<file path="config.mk">
export PLATFORM = sky130hd
export DESIGN_NAME = receiver_deframer
export DESIGN_NICKNAME = d
export VERILOG_FILES = /design/src/rtl/receiver_deframer.sv
export SDC_FILE = /design/constraint.sdc
export NUM_CORES = 1
export LEC_CHECK = 0
export ABC_AREA = 1
export BUFFER_PORTS_ARGS = -buffer_cell sky130_fd_sc_hd__clkbuf_2
export CAP_MARGIN = 20
export CORE_MARGIN = 2
export CORE_UTILIZATION = 47
export CTS_CLUSTER_DIAMETER = 60
export CTS_CLUSTER_SIZE = 25
export DETAILED_ROUTE_END_ITERATION = 7
export GPL_TIMING_DRIVEN = 0
export PLACE_DENSITY_LB_ADDON = 0.3
export SLEW_MARGIN = 10
export SYNTH_ARGS = -nofsm -noshare
export SYNTH_HDL_FRONTEND = slang
export SYNTH_SLANG_ARGS = --single-unit
</file>
<file path="constraint.sdc">
create_clock -name Clock -period 2.2 [get_ports Clock]
set_input_delay 0.44 -clock Clock [delete_from_list [all_inputs] [get_ports Clock]]
set_output_delay 0.44 -clock Clock [all_outputs]
set_load 0.01 [all_outputs]
</file>
<file path="src/rtl/receiver_deframer.sv">
// ---------------------------------------------------------------------------
// receiver_deframer
//
// Bit-serial 802.11a receive deframer. It hunts for the alternating PLCP
// preamble, parses and checks the SIGNAL field, recovers the scrambler seed
// from the SERVICE field, and delivers descrambled PSDU bits. Pad bits up to
// the OFDM symbol boundary are consumed before FrameDone is pulsed.
//
// Ports
//   Clock        in   1   rising-edge clock
//   Reset        in   1   asynchronous active-low reset
//   InValid      in   1   Input is sampled only when high
//   Input        in   1   received line bit
//   Output       out  1   descrambled PSDU bit
//   OutputValid  out  1   one-cycle strobe per PSDU bit
//   Rate         out  4   RATE field of the last accepted header
//   Length       out  12  LENGTH field (octets) of the last accepted header
//   SignalValid  out  1   pulse: SIGNAL field accepted
//   HeaderError  out  1   pulse: SIGNAL field rejected
//   FrameDone    out  1   pulse: last tail/pad bit consumed
//   Busy         out  1   high whenever the deframer is not hunting
//
// state        | meaning
// -------------+-------------------------------------------------------------
// HUNT         | look for PREAMBLE_BITS alternating bits ending in 0
// SIG_RATE     | 4 RATE bits, first bit is Rate[3]
// SIG_RSVD     | reserved bit, must be 0
// SIG_LENGTH   | 12 LENGTH bits, MSB first
// SIG_PARITY   | even parity over RATE/RSVD/LENGTH; header accept/reject
// SIG_TAIL     | 6 tail bits, not checked; header published on the last one
// DATA_SERVICE | 16 SERVICE bits; first 7 load the descrambler
// DATA_PSDU    | 8*Length descrambled payload bits
// DATA_TAIL    | 6 descrambled tail bits, discarded
// DATA_PAD     | pad bits up to the next N_DBPS boundary
// ---------------------------------------------------------------------------
module receiver_deframer #(
  parameter int PREAMBLE_BITS = 96,
  parameter int N_DBPS        = 24
) (
  input  logic        Clock,
  input  logic        Reset,
  input  logic        InValid,
  input  logic        Input,
  output logic        Output,
  output logic        OutputValid,
  output logic [3:0]  Rate,
  output logic [11:0] Length,
  output logic        SignalValid,
  output logic        HeaderError,
  output logic        FrameDone,
  output logic        Busy
);

  localparam int RUN_W = $clog2(PREAMBLE_BITS + 1);
  localparam int SYM_W = (N_DBPS > 1) ? $clog2(N_DBPS) : 1;

  localparam logic [RUN_W-1:0] RUN_LOCK = RUN_W'(PREAMBLE_BITS);
  localparam logic [SYM_W-1:0] SYM_LAST = SYM_W'(N_DBPS - 1);

  typedef enum logic [3:0] {
    S_HUNT,
    S_SIG_RATE,
    S_SIG_RSVD,
    S_SIG_LENGTH,
    S_SIG_PARITY,
    S_SIG_TAIL,
    S_DATA_SERVICE,
    S_DATA_PSDU,
    S_DATA_TAIL,
    S_DATA_PAD
  } state_t;

  state_t state_q, state_d;

  // preamble hunt
  logic [RUN_W-1:0] run_q, run_d;
  logic             prev_q, prev_d;

  // shared per-state bit counter; wide enough for the PSDU (8 * 4095 bits)
  logic [14:0] cnt_q, cnt_d;

  // SIGNAL shadows
  logic [3:0]  rate_sh_q, rate_sh_d;
  logic [11:0] len_sh_q, len_sh_d;
  logic        rsvd_q, rsvd_d;
  logic        par_q, par_d;

  // descrambler and symbol position
  logic [6:0]       lfsr_q, lfsr_d;
  logic [SYM_W-1:0] sym_q, sym_d;

  // registered outputs
  logic        out_q, out_d;
  logic        out_vld_q, out_vld_d;
  logic [3:0]  rate_q, rate_d;
  logic [11:0] len_q, len_d;
  logic        sig_vld_q, sig_vld_d;
  logic        hdr_err_q, hdr_err_d;
  logic        done_q, done_d;
  logic        busy_q, busy_d;

  // combinational helpers
  logic             fb;
  logic             descr;
  logic [SYM_W-1:0] sym_inc;
  logic [RUN_W-1:0] run_inc;
  logic [RUN_W-1:0] run_next;
  logic [14:0]      psdu_last;
  logic             hdr_bad;

  assign fb        = lfsr_q[6] ^ lfsr_q[3];
  assign descr     = Input ^ fb;
  assign sym_inc   = (sym_q == SYM_LAST) ? '0 : sym_q + SYM_W'(1);
  assign run_inc   = (run_q == RUN_LOCK) ? run_q : run_q + RUN_W'(1);
  // Length is never 0 here: a zero-length header is rejected before DATA.
  assign psdu_last = {len_q, 3'b000} - 15'd1;
  assign hdr_bad   = (par_q ^ Input) | rsvd_q | (len_sh_q == 12'd0);

  always_ff @(posedge Clock or negedge Reset) begin
    if (!Reset) begin
      state_q   <= S_HUNT;
      run_q     <= '0;
      prev_q    <= 1'b0;
      cnt_q     <= '0;
      rate_sh_q <= '0;
      len_sh_q  <= '0;
      rsvd_q    <= 1'b0;
      par_q     <= 1'b0;
      lfsr_q    <= '0;
      sym_q     <= '0;
      out_q     <= 1'b0;
      out_vld_q <= 1'b0;
      rate_q    <= '0;
      len_q     <= '0;
      sig_vld_q <= 1'b0;
      hdr_err_q <= 1'b0;
      done_q    <= 1'b0;
      busy_q    <= 1'b0;
    end else begin
      state_q   <= state_d;
      run_q     <= run_d;
      prev_q    <= prev_d;
      cnt_q     <= cnt_d;
      rate_sh_q <= rate_sh_d;
      len_sh_q  <= len_sh_d;
      rsvd_q    <= rsvd_d;
      par_q     <= par_d;
      lfsr_q    <= lfsr_d;
      sym_q     <= sym_d;
      out_q     <= out_d;
      out_vld_q <= out_vld_d;
      rate_q    <= rate_d;
      len_q     <= len_d;
      sig_vld_q <= sig_vld_d;
      hdr_err_q <= hdr_err_d;
      done_q    <= done_d;
      busy_q    <= busy_d;
    end
  end

  always_comb begin
    state_d   = state_q;
    run_d     = run_q;
    prev_d    = prev_q;
    cnt_d     = cnt_q;
    rate_sh_d = rate_sh_q;
    len_sh_d  = len_sh_q;
    rsvd_d    = rsvd_q;
    par_d     = par_q;
    lfsr_d    = lfsr_q;
    sym_d     = sym_q;
    out_d     = out_q;
    out_vld_d = 1'b0;
    rate_d    = rate_q;
    len_d     = len_q;
    sig_vld_d = 1'b0;
    hdr_err_d = 1'b0;
    done_d    = 1'b0;
    run_next  = run_q;

    if (InValid) begin
      case (state_q)
        S_HUNT: begin
          prev_d = Input;
          // a repeated bit restarts the run; a repeated 1 already counts as
          // the first bit of a new preamble
          if (Input != prev_q) run_next = run_inc;
          else                 run_next = {{(RUN_W-1){1'b0}}, Input};
          if ((run_next == RUN_LOCK) && !Input) begin
            state_d = S_SIG_RATE;
            run_d   = '0;
            cnt_d   = '0;
            par_d   = 1'b0;
          end else begin
            run_d   = run_next;
          end
        end

        S_SIG_RATE: begin
          rate_sh_d = {rate_sh_q[2:0], Input};
          par_d     = par_q ^ Input;
          if (cnt_q == 15'd3) begin
            state_d = S_SIG_RSVD;
            cnt_d   = '0;
          end else begin
            cnt_d   = cnt_q + 15'd1;
          end
        end

        S_SIG_RSVD: begin
          rsvd_d  = Input;
          par_d   = par_q ^ Input;
          state_d = S_SIG_LENGTH;
          cnt_d   = '0;
        end

        S_SIG_LENGTH: begin
          len_sh_d = {len_sh_q[10:0], Input};
          par_d    = par_q ^ Input;
          if (cnt_q == 15'd11) begin
            state_d = S_SIG_PARITY;
            cnt_d   = '0;
          end else begin
            cnt_d   = cnt_q + 15'd1;
          end
        end

        S_SIG_PARITY: begin
          par_d = par_q ^ Input;
          cnt_d = '0;
          if (hdr_bad) begin
            hdr_err_d = 1'b1;
            state_d   = S_HUNT;
          end else begin
            state_d   = S_SIG_TAIL;
          end
        end

        S_SIG_TAIL: begin
          if (cnt_q == 15'd5) begin
            rate_d    = rate_sh_q;
            len_d     = len_sh_q;
            sig_vld_d = 1'b1;
            state_d   = S_DATA_SERVICE;
            cnt_d     = '0;
            sym_d     = '0;
          end else begin
            cnt_d     = cnt_q + 15'd1;
          end
        end

        S_DATA_SERVICE: begin
          sym_d = sym_inc;
          // the SERVICE field starts with 7 zero bits, so the first 7 line
          // bits are the transmitter's scrambler output, i.e. its state
          if (cnt_q < 15'd7) lfsr_d = {lfsr_q[5:0], Input};
          else               lfsr_d = {lfsr_q[5:0], fb};
          if (cnt_q == 15'd15) begin
            state_d = S_DATA_PSDU;
            cnt_d   = '0;
          end else begin
            cnt_d   = cnt_q + 15'd1;
          end
        end

        S_DATA_PSDU: begin
          sym_d     = sym_inc;
          lfsr_d    = {lfsr_q[5:0], fb};
          out_d     = descr;
          out_vld_d = 1'b1;
          if (cnt_q == psdu_last) begin
            state_d = S_DATA_TAIL;
            cnt_d   = '0;
          end else begin
            cnt_d   = cnt_q + 15'd1;
          end
        end

        S_DATA_TAIL: begin
          sym_d  = sym_inc;
          lfsr_d = {lfsr_q[5:0], fb};
          if (cnt_q == 15'd5) begin
            cnt_d = '0;
            if (sym_inc == '0) begin
              done_d  = 1'b1;
              state_d = S_HUNT;
            end else begin
              state_d = S_DATA_PAD;
            end
          end else begin
            cnt_d = cnt_q + 15'd1;
          end
        end

        S_DATA_PAD: begin
          sym_d  = sym_inc;
          lfsr_d = {lfsr_q[5:0], fb};
          if (sym_inc == '0) begin
            done_d  = 1'b1;
            state_d = S_HUNT;
          end
        end

        default: begin
          state_d = S_HUNT;
          run_d   = '0;
        end
      endcase
    end

    busy_d = (state_d != S_HUNT);
  end

  assign Output      = out_q;
  assign OutputValid = out_vld_q;
  assign Rate        = rate_q;
  assign Length      = len_q;
  assign SignalValid = sig_vld_q;
  assign HeaderError = hdr_err_q;
  assign FrameDone   = done_q;
  assign Busy        = busy_q;

endmodule

</file>
# Word-level counts from Yosys, hierarchy flattened
# Index checks and enable logic that the tools add are counted.
[classes] bitwise=6 n_mux=44 n_reduce_logical=27 n_eq_ne=20 order_cmp=1 n_addsub=4
[op_table] op="$pmux 15 s7" n=1
[op_table] op="$mux 15" n=6
[op_table] op="$mux 4" n=10
[op_table] op="$pmux 4 s10" n=1
[op_table] op="$mux 7" n=5
[op_table] op="$eq 15x4->1 const B" n=2
[op_table] op="$pmux 7 s2" n=2
[op_table] op="$eq 4x3->1 const B" n=4
[op_table] op="$add 15x1->15 const B" n=1
[op_table] op="$eq 15x15->1" n=1
[op_table] op="$eq 15x2->1 const B" n=1
[op_table] op="$eq 15x3->1 const B" n=1
[op_table] op="$lt 15x3->1 const B" n=1
[op_table] op="$sub 15x1->15 const B" n=1
[op_table] op="$eq 7x7->1 const B" n=2
[op_table] op="$reduce_and 2->1" n=7
[op_table] op="$mux 1" n=13
[op_table] op="$logic_not 12->1" n=1
[op_table] op="$reduce_and 3->1" n=4
[op_table] op="$mux 5" n=2
[op_table] op="$pmux 5 s2" n=1
[op_table] op="$reduce_or 9->1" n=1
[op_table] op="$eq 4x2->1 const B" n=2
[op_table] op="$eq 4x4->1 const B" n=2
[op_table] op="other kinds (21)" n=30
[word_totals] word_cells=120 out_inout_bits=22 input_bits=4 register_bits=79

# Logic depth before layout (Yosys ltp)
# Gate-level depths: netlist of the first run.
[depth] ltp_word=11 mapped_depth=18 depth_no_buf=18

# Worst setup path before layout of the first run
# No wires, ideal clock.
[synth_timing] kind="reg-to-reg" startpoint="register len_q[0] (netlist: Length[0])" endpoint="register cnt_q[13]" path_buffers=0 setup_time_ns=0.120 arrival_time_ns=1.873 path_slack_ns=0.208 stages_incl_launch_ff=17 required_time_ns=2.080 synth_period_minus_slack_ns=1.992 path_cell_list="dfrtp_1 > inv_1 > ha_1 > nand2_1 > nand3_1 > nor2_1 > nand2_1 > nor2_1 > nand2_1 > nor2_1 > nand3_1 > nand2_2 > nand2_2 > nor2_2 > inv_1 > nand2_1 > a21oi_2"
[synth_between] elab_chain_cells=4
[synth_rtl] element="start, declared" line="96" rtl="logic [11:0] len_q, len_d;"
[synth_rtl] element="start signal, assigned" line="153" rtl="len_q <= len_d;"
[synth_rtl] element="$sub 15x1->15" line="116" rtl="assign psdu_last = {len_q, 3'b000} - 15'd1;"
[synth_rtl] element="$eq 15x15->1" line="271" rtl="if (cnt_q == psdu_last) begin"
[synth_rtl] element="$mux 15" line="271"
[synth_rtl] element="$pmux 15 s7" line="182" rtl="case (state_q)"
[synth_rtl] element="end signal, assigned" line="143" rtl="cnt_q <= cnt_d;"
[synth_rtl] element="end, declared" line="80" rtl="logic [14:0] cnt_q, cnt_d;"
# Every way passes these cells.
# A chain may end at the register's enable or synchronous reset.

# Final worst setup path of the first run
[layout_timing] startpoint="register len_q[0] (netlist: Length[0])" endpoint="register busy_q (netlist: Busy)"
[layout_between] elab_chain_cells=6
[layout_rtl] element="$sub 15x1->15" line="116"
[layout_rtl] element="$eq 15x15->1" line="271"
[layout_rtl] element="$mux 4" line="271"
[layout_rtl] element="$pmux 4 s10" line="182"
[layout_rtl] element="$mux 4" line="181" rtl="if (InValid) begin"
[layout_rtl] element="via state_d[0]" line="73" rtl="state_t state_q, state_d;"
[layout_rtl] element="$reduce_bool 4->1" line="311" rtl="busy_d = (state_d != S_HUNT);"
[layout_rtl] element="via busy_d" line="100" rtl="logic busy_q, busy_d;"
[layout_rtl] element="end signal, assigned" line="157" rtl="busy_q <= busy_d;"
[layout_rtl] element="end, declared" line="100"
# The timed path passes the listed nets, and every way through them passes these cells.

==> results of run 1 <==
timing repair:
item | in CTS | in global routing
gates resized for setup | 9 | 34
setup endpoints to repair | 19 | 42
hold endpoints to repair | 0 | 0
pin swaps | 6 | 18
gates cloned | 1 | 1
setup buffers | 12 | 8
placed cells by master (no fill, tap or decap), types with 3 or more instances in the layout:
cell type and instances:
a21oi_1 13, buf_4 18, buf_6 3, clkbuf_1 6, clkbuf_2 23, clkbuf_8 9, dfrtp_1 78, ha_1 3
inv_1 80, inv_2 7, nand2_1 168, nand2_2 8, nand2_4 3, nand3_1 44, nand3_2 5, nand4_1 8
nor2_1 56, nor2_2 7, nor2_4 6, nor3_1 14, o21ai_0 49, o21ai_1 4, o21ai_2 4, o22ai_1 3
o31ai_1 4, xnor2_1 3, xor2_1 15
flip-flops by register name, summed over array words and instances, names as in the netlist, 4 cells and up:
name / count
run_q: 7
rate_sh_q: 4
len_sh_q: 12
Length: 12
cnt_q: 15
Rate: 4
sym_q: 5
lfsr_q: 7
state_q: 4
power groups by stage:
stage,sequential [µW],combinational (µW),clock [µW]
detailed placement,1780,878,0
global route,1770,1290,1230
CTS,1750,989,1170
global placement,1770,844,0
finish,1750,1150,1140
floorplan,1750,634,0
cell type report:
cell class                 count  area share (%)
tap                          129            2.99
clock inverter                 7            1.48
sequential                    79            36.6
timing repair buffer          47            6.75
buffer                        11            1.30
clock buffer                   9            2.29
inverter                      88            6.26
multi-input combinational    438            42.3
worst max-delay path, cell delays in order (launching register included):
cell     delay (ns)
dfrtp_1        0.43
inv_2          0.09
ha_4           0.29
inv_2          0.04
nand2_2        0.07
nand3_2        0.07
nor2_2         0.12
nand2_1        0.08
nor2_1         0.12
nand2_1        0.08
nor2_2         0.12
nand3_2        0.11
nand2_2        0.10
buf_6          0.10
nand3_1        0.06
nand2_1        0.06
nand2_1        0.06
nor2_1         0.10
nand2_1        0.05
final timing paths:
| check | endpoint | slack (ns) |
|---|---|---|
| worst min register to register | Rate[3] | 0.48 |
| max in group asynchronous | Length[3] | 1.55 |
| min in group Clock | lfsr_q[0] | 0.45 |
| worst max-delay path | Busy | -0.07 |
| worst min-delay path | cnt_q[9] | 0.04 |
| worst max register to register | Busy | -0.07 |
kinds of logic after synthesis:
logic type                 after synthesis  share of synthesized area (%)
AOI/OAI and AO/OA                       83                           10.1
xor gates and xnor gates                19                           3.84
adders and majority gates                6                           1.66
buffers and inverters                   99                           8.72
DFF                                     79                           43.6
muxes                                    1                          0.248
and+or+nand+nor                        329                           31.9
per-stage QoR:
| step | area, µm² | hold slack [ns] | worst slack (ns) | total power, µW | setup TNS (ns) |
|---|---|---|---|---|---|
| 2_1_floorplan | 4530 | 0.144 | 0.208 | 2390 | 0 |
| 3_3_place_gp | 4810 | 0.457 | -0.326 | 2620 | -12.46 |
| 3_5_place_dp | 4840 | 0.443 | -0.332 | 2660 | -2.84 |
| 4_1_cts | 5200 | 0.0443 | -0.00815 | 3910 | -0.0188 |
| 5_1_grt | 5400 | 0.0603 | -0.236 | 4290 | -4.16 |
| 6_report | 5400 | 0.0393 | -0.0657 | 4040 | -0.399 |
layer usage:
layer,routed length [µm],vias up,part of all wire (%),global-route usage (%)
li1,-,2074,-,-
met5,0,-,0,0
met2,5370,105,47,35.5
met1,5240,1970,46,32.2
met4,235,0,2.1,8.21
met3,498,21,4.4,4.17
==> metrics.txt, run 1 <==
non-filler cells, final=808; H-tree Lvls=3; crit start category=flip-flop; Critical Path RT=2.46 ns; Data arrival, critical path=2.52 ns; Worst-path clk slew=0.10 ns; CTS Buffer Depth=2; fin worst setup slack=-0.0657 ns; total grt overflow=0; DR vias=4170; IO buf count=24; status=finished, violations left; Setup violations, final=11; maximum VDD drop=0.437 mV; Mapped Cells=616; CP max FO=3; first drt pass iteration count=4; Post-DRT Antenna Nets=0; Mean Syn Cell Area=7.36 µm²; max cap viols=0; CTS root buffer=clkbuf_8; Clock Latency Late Sink=0.37 ns; DR DRC count=0; Final Hold Fails=0; Total GRT Usage=22.8%; number of synthesized flops with an enable pin=0; Multi-input gate area=2280 µm²; vias in the first global route=3940; Post-synth top cells=nand2_1 (173), inv_1 (85), dfrtp_1 (79); fin nets=684; layout cells sized above 1=18.0%; area grow syn2layout=19.1%; placed wire-length estimate=7.93 mm; number of fill cells in the layout=862; CTS Hold Buffers Added=0; global-route wire length before repair=18.7 mm; internal power=2600 µW; Worst setup startpoint=Length[0]; Slew Viols, Final=0; slew margin rel.=56.2%; post-synthesis net count=626; top cell type's share of synthesized area=43.6%; Async SR Flop Fraction=100%; violated checks=setup timing; switching share of power=35.6%; GP Congestion=0.926; Crit. End Element=flip-flop; Net Sw Power=1440 µW; DR vias/cell=5.16; worst-margin pin slew=0.654 ns; Final min period=2.27 ns; die width=102 µm; Period Utilization, post-route=103%; violation count after the first detailed-route iteration=241; # rows=35; most numerous cell in the Yosys netlist=nand2_1; starting density of the core=48.8%; Sequential Power Share=43.3%; largest net degree at the start of global routing=52; Reg area=1980 µm²; Wirelength per Cell=14.0 µm; largest cells by area after synthesis=dfrtp_1 (44%), nand2_1 (14%), inv_1 (7.0%); placed cell count=770; Fmax=441 MHz; Diodes inserted=0; Setup Crit Path Kind=flip-flop to flip-flop; flops & latches, synth=79; P per Cell Area=749 nW/µm²; Die Y=102 µm; initial antenna violation count=0; Min-Delay Path Class=input pin to asynchronous set/reset pin; area leader, netlist=dfrtp_1; Worst Clk Skew=0.0138 ns; R2R Path Start=Length[0]; die area=10400 µm²; TritonCTS buffer count=9; core region area=9280 µm²; I/O pin count=26; P_leak=0.00265 µW; Netlist cell types=42; unrepaired setup endpoints after global routing=yes; Post-synth top flop=dfrtp_1; Logic pwr share=28.4%; worst r2r path cells=18; register area share after synthesis=43.6%; yosys synthesis warning count=0; post-layout util=58.1%; clock sink count=79; Clock power frac=28.3%; Post-Route WL=11.3 mm; CTS tree=yes; Cell Area, Synth=4530 µm²
No activity file was read; power rests on OpenSTA's default activity.
==> inputs of run 2 (changes only) <==
==> constraint.sdc (replaced) <==
create_clock -name Clock -period 2.2 [get_ports Clock]
set_input_delay 0.22 -clock Clock [delete_from_list [all_inputs] [get_ports Clock]]
set_output_delay 0.22 -clock Clock [all_outputs]
set_load 0.01 [all_outputs]
==> metrics.txt, run 2 (synthesis results as in run 1) <==
die width=102 µm (unchanged); clock sink count=79 (unchanged); DR DRC count=0 (unchanged); Diodes inserted=0 (unchanged); Fmax=441 MHz (about the same); layout cells sized above 1=17.9% (-0.026 points); Final min period=2.27 ns (+0.000291 ns); worst path cell trace=inv_2 > ha_4 > inv_2 > nand2_2 > nand3_2 > nor2_2 > nand2_1 > nor2_1 > nand2_1 > nor2_2 > nand3_2 > nand2_2 > buf_6 > nand3_1 > nand2_1 > nand2_1 > nor2_1 > nand2_1; Post-DRT Antenna Nets=0 (unchanged); Period Utilization, post-route=103% (about the same); P per Cell Area=748 nW/µm² (-0.14%); Slew Viols, Final=0 (unchanged); Post-DP Area=4840 µm² (unchanged); number of fill cells in the layout=861 (-0.12%); Min-Delay Path Class=input pin to flip-flop; slew margin rel.=56.2% (about the same); Clock Latency Late Sink=0.36 ns (about the same); Critical Path RT=2.45 ns (about the same); first drt pass iteration count=4 (unchanged); status=finished, violations left; die area=10400 µm² (unchanged); Finished Cell Area=5410 µm² (+0.19%); Total GRT Usage=22.8% (unchanged); Crit. End Element=flip-flop; global-route wire length before repair=18.7 mm (unchanged); Wirelength per Cell=14.0 µm (-0.25%); cell family with most CP delay=simple AND/OR/NAND/NOR gates; P_leak=0.00266 µW (+0.16%); crit start category=flip-flop; I/O pin count=26 (unchanged); H-tree Lvls=3 (unchanged); CTS tree=yes; initial antenna violation count=0 (unchanged); Final Hold Fails=0 (unchanged); vias in the first global route=3940 (unchanged); slowest cell delay on critical path=0.43 ns (about the same); starting density of the core=48.8% (unchanged); Post-Route WL=11.3 mm (-0.12%); cell mode on critical path=nand2_1; Data arrival, critical path=2.52 ns (about the same); Worst Clk Skew=0.0145 ns (+0.000762 ns); Largest register FFs=15 (unchanged); violation count after the first detailed-route iteration=276 (+15%); hold slack=0.230 ns (+0.191 ns); fin nets=685 (+0.15%); WP buf/inv=3 (unchanged); maximum VDD drop=0.437 mV (about the same); fin worst setup slack=-0.0660 ns (-0.000291 ns); core region area=9280 µm² (unchanged); most common cell after layout, fill and taps aside=nand2_1; Worst-path clk slew=0.10 ns (about the same); # rows=35 (unchanged); DR vias/cell=5.16 (about the same); commonest cells after routing, fill and taps aside=nand2_1 (168), inv_1 (80), dfrtp_1 (78); area grow syn2layout=19.3%; Setup Crit Path Kind=flip-flop to flip-flop; total grt overflow=0 (unchanged); largest net degree at the start of global routing=52 (unchanged); unrepaired setup endpoints after global routing=yes; CP max FO=3 (unchanged); largest reg by FF count=cnt_q; Worst path slowest cell=dfrtp_1; setup tns final=-0.432 ns (-0.0332 ns); DR vias=4173 (+0.072%); max cap viols=0 (unchanged); violated checks=setup timing; Die Y=102 µm (unchanged); TritonCTS buffer count=9 (unchanged); Setup violations, final=11 (unchanged); placed wire-length estimate=7.93 mm (unchanged); IO buf count=24 (unchanged); GP Congestion=0.926 (unchanged); CTS root buffer=clkbuf_8; CTS Buffer Depth=2 (unchanged); worst-margin pin slew=0.654 ns (+0.00000715 ns)
==> run 2: cell count changes in the layout (fill, tap and decap cells not counted) <==
cell,before,now
dlygate4sd3_1,0,1
==> run 2: what timing repair did <==
action / 4_1_cts / 5_1_grt
endpoints found under the hold margin: 28 / 0
buffers inserted: 12 / 8
resized for setup: 9 / 34
gates cloned: 1 / 1
hold buffers: 1 / 0
pin swaps: 6 / 18
endpoints found under the setup margin: 19 / 42
==> run 2: metal layers <==
metal	global-route usage, %	vias to the layer above	routed length (µm)
met3	4.17	21	484
met1	32.2	1974	5220
li1	-	2077	-
met4	8.21	0	214
met2	35.5	101	5410
met5	0	-	0
==> run 2: report_power, final <==
part,internal (µW),switching (µW)
Combinational,452,697
Clock,540,604
Sequential,1610,138
==> run 2: cell type report <==
cell class              instances  area, µm²  share of cell area, %
plain buffers                  11       70.1                   1.30
repair buffers                 48        374                   6.92
well taps                     129        161                   2.98
multi-input cells             438       2280                   42.2
clock buffers                   9        124                   2.29
flip-flops and latches         79       1980                   36.6
clock inverters                 7       80.1                   1.48
inverters                      88        338                   6.25
==> run 2: worst reg2reg max path, cell delays in order (launching register included) <==
cell and delay, ns:
dfrtp_1 0.43, inv_2 0.09, ha_4 0.29, inv_2 0.04
nand2_2 0.07, nand3_2 0.07, nor2_2 0.12, nand2_1 0.08
nor2_1 0.12, nand2_1 0.08, nor2_2 0.12, nand3_2 0.11
nand2_2 0.10, buf_6 0.10, nand3_1 0.06, nand2_1 0.06
nand2_1 0.06, nor2_1 0.10, nand2_1 0.05
==> run 2: stage by stage <==
| stage | setup slack [ns] | utilization (%) | power [µW] | std cells |
|---|---|---|---|---|
| after floorplan | 0.208 | - | 2390 | 616 |
| after global placement | -0.326 | 51.8 | 2620 | 769 |
| after detailed placement | -0.332 | 52.2 | 2660 | 770 |
| after CTS | -0.00815 | 56.2 | 3910 | 800 |
| after global routing | -0.236 | 58.2 | 4290 | 809 |
| final | -0.0660 | 58.2 | 4050 | 809 |
==> run 2: final timing paths <==
check                        startpoint   endpoint  slack (ns)  cells past startpoint
max in group asynchronous         Reset  Length[3]        1.23                      3
setup reg to reg              Length[0]       Busy       -0.07                     18
hold reg to reg            rate_sh_q[3]    Rate[3]        0.48                      2
setup / recovery              Length[0]       Busy       -0.07                     18
min in group asynchronous         Reset   cnt_q[9]        0.36                      2
hold / removal                    Input  lfsr_q[0]        0.23                      3
==> inputs of run 3 (changes only) <==
--- a/config.mk
+++ b/config.mk
@@ -6,13 +6,13 @@
 export NUM_CORES = 1
 export LEC_CHECK = 0
 export ABC_AREA = 1
-export BUFFER_PORTS_ARGS = -buffer_cell sky130_fd_sc_hd__clkbuf_2
 export CAP_MARGIN = 20
 export CORE_MARGIN = 2
 export CORE_UTILIZATION = 47
 export CTS_CLUSTER_DIAMETER = 60
 export CTS_CLUSTER_SIZE = 25
 export DETAILED_ROUTE_END_ITERATION = 7
+export DONT_BUFFER_PORTS = 1
 export GPL_TIMING_DRIVEN = 0
 export PLACE_DENSITY_LB_ADDON = 0.3
 export SLEW_MARGIN = 10
==> metrics.txt, run 3 (synthesis results as in run 1) <==
initial antenna violation count=0 (unchanged); fin worst setup slack=-0.0246 ns (+0.0415 ns); Worst Hold End=lfsr_q[0]; Largest register FFs=15 (unchanged); Final Hold Fails=0 (unchanged); Crit. End Element=flip-flop; Post-DRT Antenna Nets=0 (unchanged); WP buf/inv=3 (unchanged); die width=102 µm (unchanged); Worst path slowest cell=dfrtp_2; H-tree Lvls=3 (unchanged); Total GRT Usage=21.5% (-1.4 points); Fmax=450 MHz (+1.9%); CP max FO=5 (+2); max cap viols=0 (unchanged); DR vias/cell=5.23 (+1.5%); unrepaired setup endpoints after global routing=yes; cell family with most CP delay=simple AND/OR/NAND/NOR gates; Critical Path RT=2.44 ns (about the same); placed cell count=745 (-3.2%); first drt pass iteration count=5 (+1); area grow syn2layout=15.2%; violated checks=setup timing; # rows=35 (unchanged); hold path startpoint=Input; GP Congestion=0.911 (-1.6%); P_leak=0.00253 µW (-4.7%); fin nets=655 (-4.4%); non-filler cells, final=779 (-3.7%); TritonCTS buffer count=9 (unchanged); worst-margin pin slew=0.460 ns (-0.194 ns); Place WS=-0.527 ns (-0.195 ns); Period Utilization, post-route=101% (-1.9 points); clock sink count=79 (unchanged); Slew Viols, Final=0 (unchanged); Diodes inserted=0 (unchanged); CTS root buffer=clkbuf_8; Worst-path clk slew=0.09 ns (about the same); largest reg by FF count=cnt_q; I/O pin count=26 (unchanged); hold path depth=2 (-1); RR Endpoint=cnt_q[13]; CTS tree=yes; Die Y=102 µm (unchanged); Clock Latency Late Sink=0.36 ns (about the same); Reg area=1980 µm² (+0.13%); Post-Route WL=10.9 mm (-3.8%); Final min period=2.22 ns (-0.0415 ns); Setup Crit Path Kind=flip-flop to flip-flop; placed wire-length estimate=7.66 mm (-3.4%); core region area=9280 µm² (unchanged); commonest cells after routing, fill and taps aside=nand2_1 (170), inv_1 (79), dfrtp_1 (76); worst path cell trace=inv_4 > buf_4 > nand2_1 > nor2_4 > nand2_1 > nand2_1 > nand2_1 > nor3_1 > nand3_2 > nand2_4 > nand2_4 > nor2_4 > inv_4 > nand2_1 > a21oi_2; DR DRC count=0 (unchanged); starting density of the core=48.8% (unchanged); Wirelength per Cell=14.0 µm (-0.11%); Setup violations, final=6 (-5); global-route wire length before repair=17.5 mm (-6.7%); Min-Delay Path Class=input pin to flip-flop; violation count after the first detailed-route iteration=236 (-14%); crit start category=flip-flop; CTS Buffer Depth=2 (unchanged); reg2reg setup slack=-0.02 ns (+0.04 ns); number of fill cells in the layout=886 (+2.9%); maximum VDD drop=0.501 mV (+15%); slowest cell delay on critical path=0.48 ns (+0.05 ns); Data arrival, critical path=2.47 ns (-0.05 ns); Worst Clk Skew=0.0146 ns (+0.0000505 ns); IO buf count=0 (-100%); Multi-input gate area=2280 µm² (about the same); slew margin rel.=69.1% (+13 points); most common cell after layout, fill and taps aside=nand2_1; R2R Path Start=Length[0]; largest net degree at the start of global routing=80 (+54%); layout cells sized above 1=14.5% (-3.5 points); die area=10400 µm² (unchanged); status=finished, violations left; DR vias=4077 (-2.3%); vias in the first global route=3668 (-6.9%); P per Cell Area=767 nW/µm² (+2.5%); cell mode on critical path=nand2_1; total grt overflow=0 (unchanged); worst r2r path cells=15 (-3)
-- run 3: cell types whose count changed in the layout (fill, tap and decap cells not counted), sizes merged --
cell / delta
buf: -5
bufinv: +1
clkbuf: -24
clkinv: -1
clkinvlp: +1
inv: -2
-- run 3: repair_timing --
item                                   CTS  global route
hold buffers                             2             0
setup endpoints to repair               20            46
gates resized for setup                 15            33
buffers inserted                         8             8
pin swaps                                5             5
endpoints found under the hold margin   79             0
-- run 3: through the flow --
| step | utilization (%) | cell area (µm²) | TNS, ns | power [µW] | hold WS [ns] |
|---|---|---|---|---|---|
| final | 56.3 | 5220 | -0.0953 | 4000 | 0.0372 |
| after detailed placement | 50.6 | 4690 | -6.08 | 2600 | -0.0715 |
| after CTS | 54.5 | 5060 | -0.369 | 3910 | 0.0318 |
| after floorplan | - | 4530 | 0 | 2390 | -0.0756 |
| after global placement | 50.6 | 4690 | -4.76 | 2570 | -0.0710 |
| after global routing | 56.3 | 5220 | -1.64 | 4240 | 0.0336 |
-- run 3: worst max-delay path by stage --
stage               startpoint         to  slack [ns]  cells after the start
floorplan            Length[0]  cnt_q[13]        0.21                     16
global placement     Length[0]  cnt_q[13]       -0.47                     17
detailed placement   Length[0]  cnt_q[13]       -0.53                     17
CTS                  Length[0]  cnt_q[13]       -0.07                     17
global route          run_q[0]  cnt_q[13]       -0.15                     17
finish               Length[0]  cnt_q[13]       -0.02                     15
-- run 3: cell type report --
class | count | area share, %
clock inverters | 6 | 1.77
clock buffers | 10 | 2.44
inverters | 88 | 6.52
plain buffers | 11 | 1.29
flip-flops and latches | 79 | 37.9
repair buffers | 18 | 3.23
well taps | 129 | 3.09
multi-input cells | 438 | 43.7
-- run 3: report_power, final --
group / internal [µW] / switching, µW / leakage [µW]
sequential: 1610 / 157 / 0.00102
clock: 646 / 582 / 0.000103
combinational: 363 / 643 / 0.00141
total: 2620 / 1380 / 0.00253
-- run 3: layer usage --
layer,vias to the layer above,global-route usage [%],wire [µm]
met1,1948,29.9,4980
li1,2024,-,-
met4,0,5.64,129
met2,94,33.9,5130
met5,-,0,0
met3,11,5.20,655
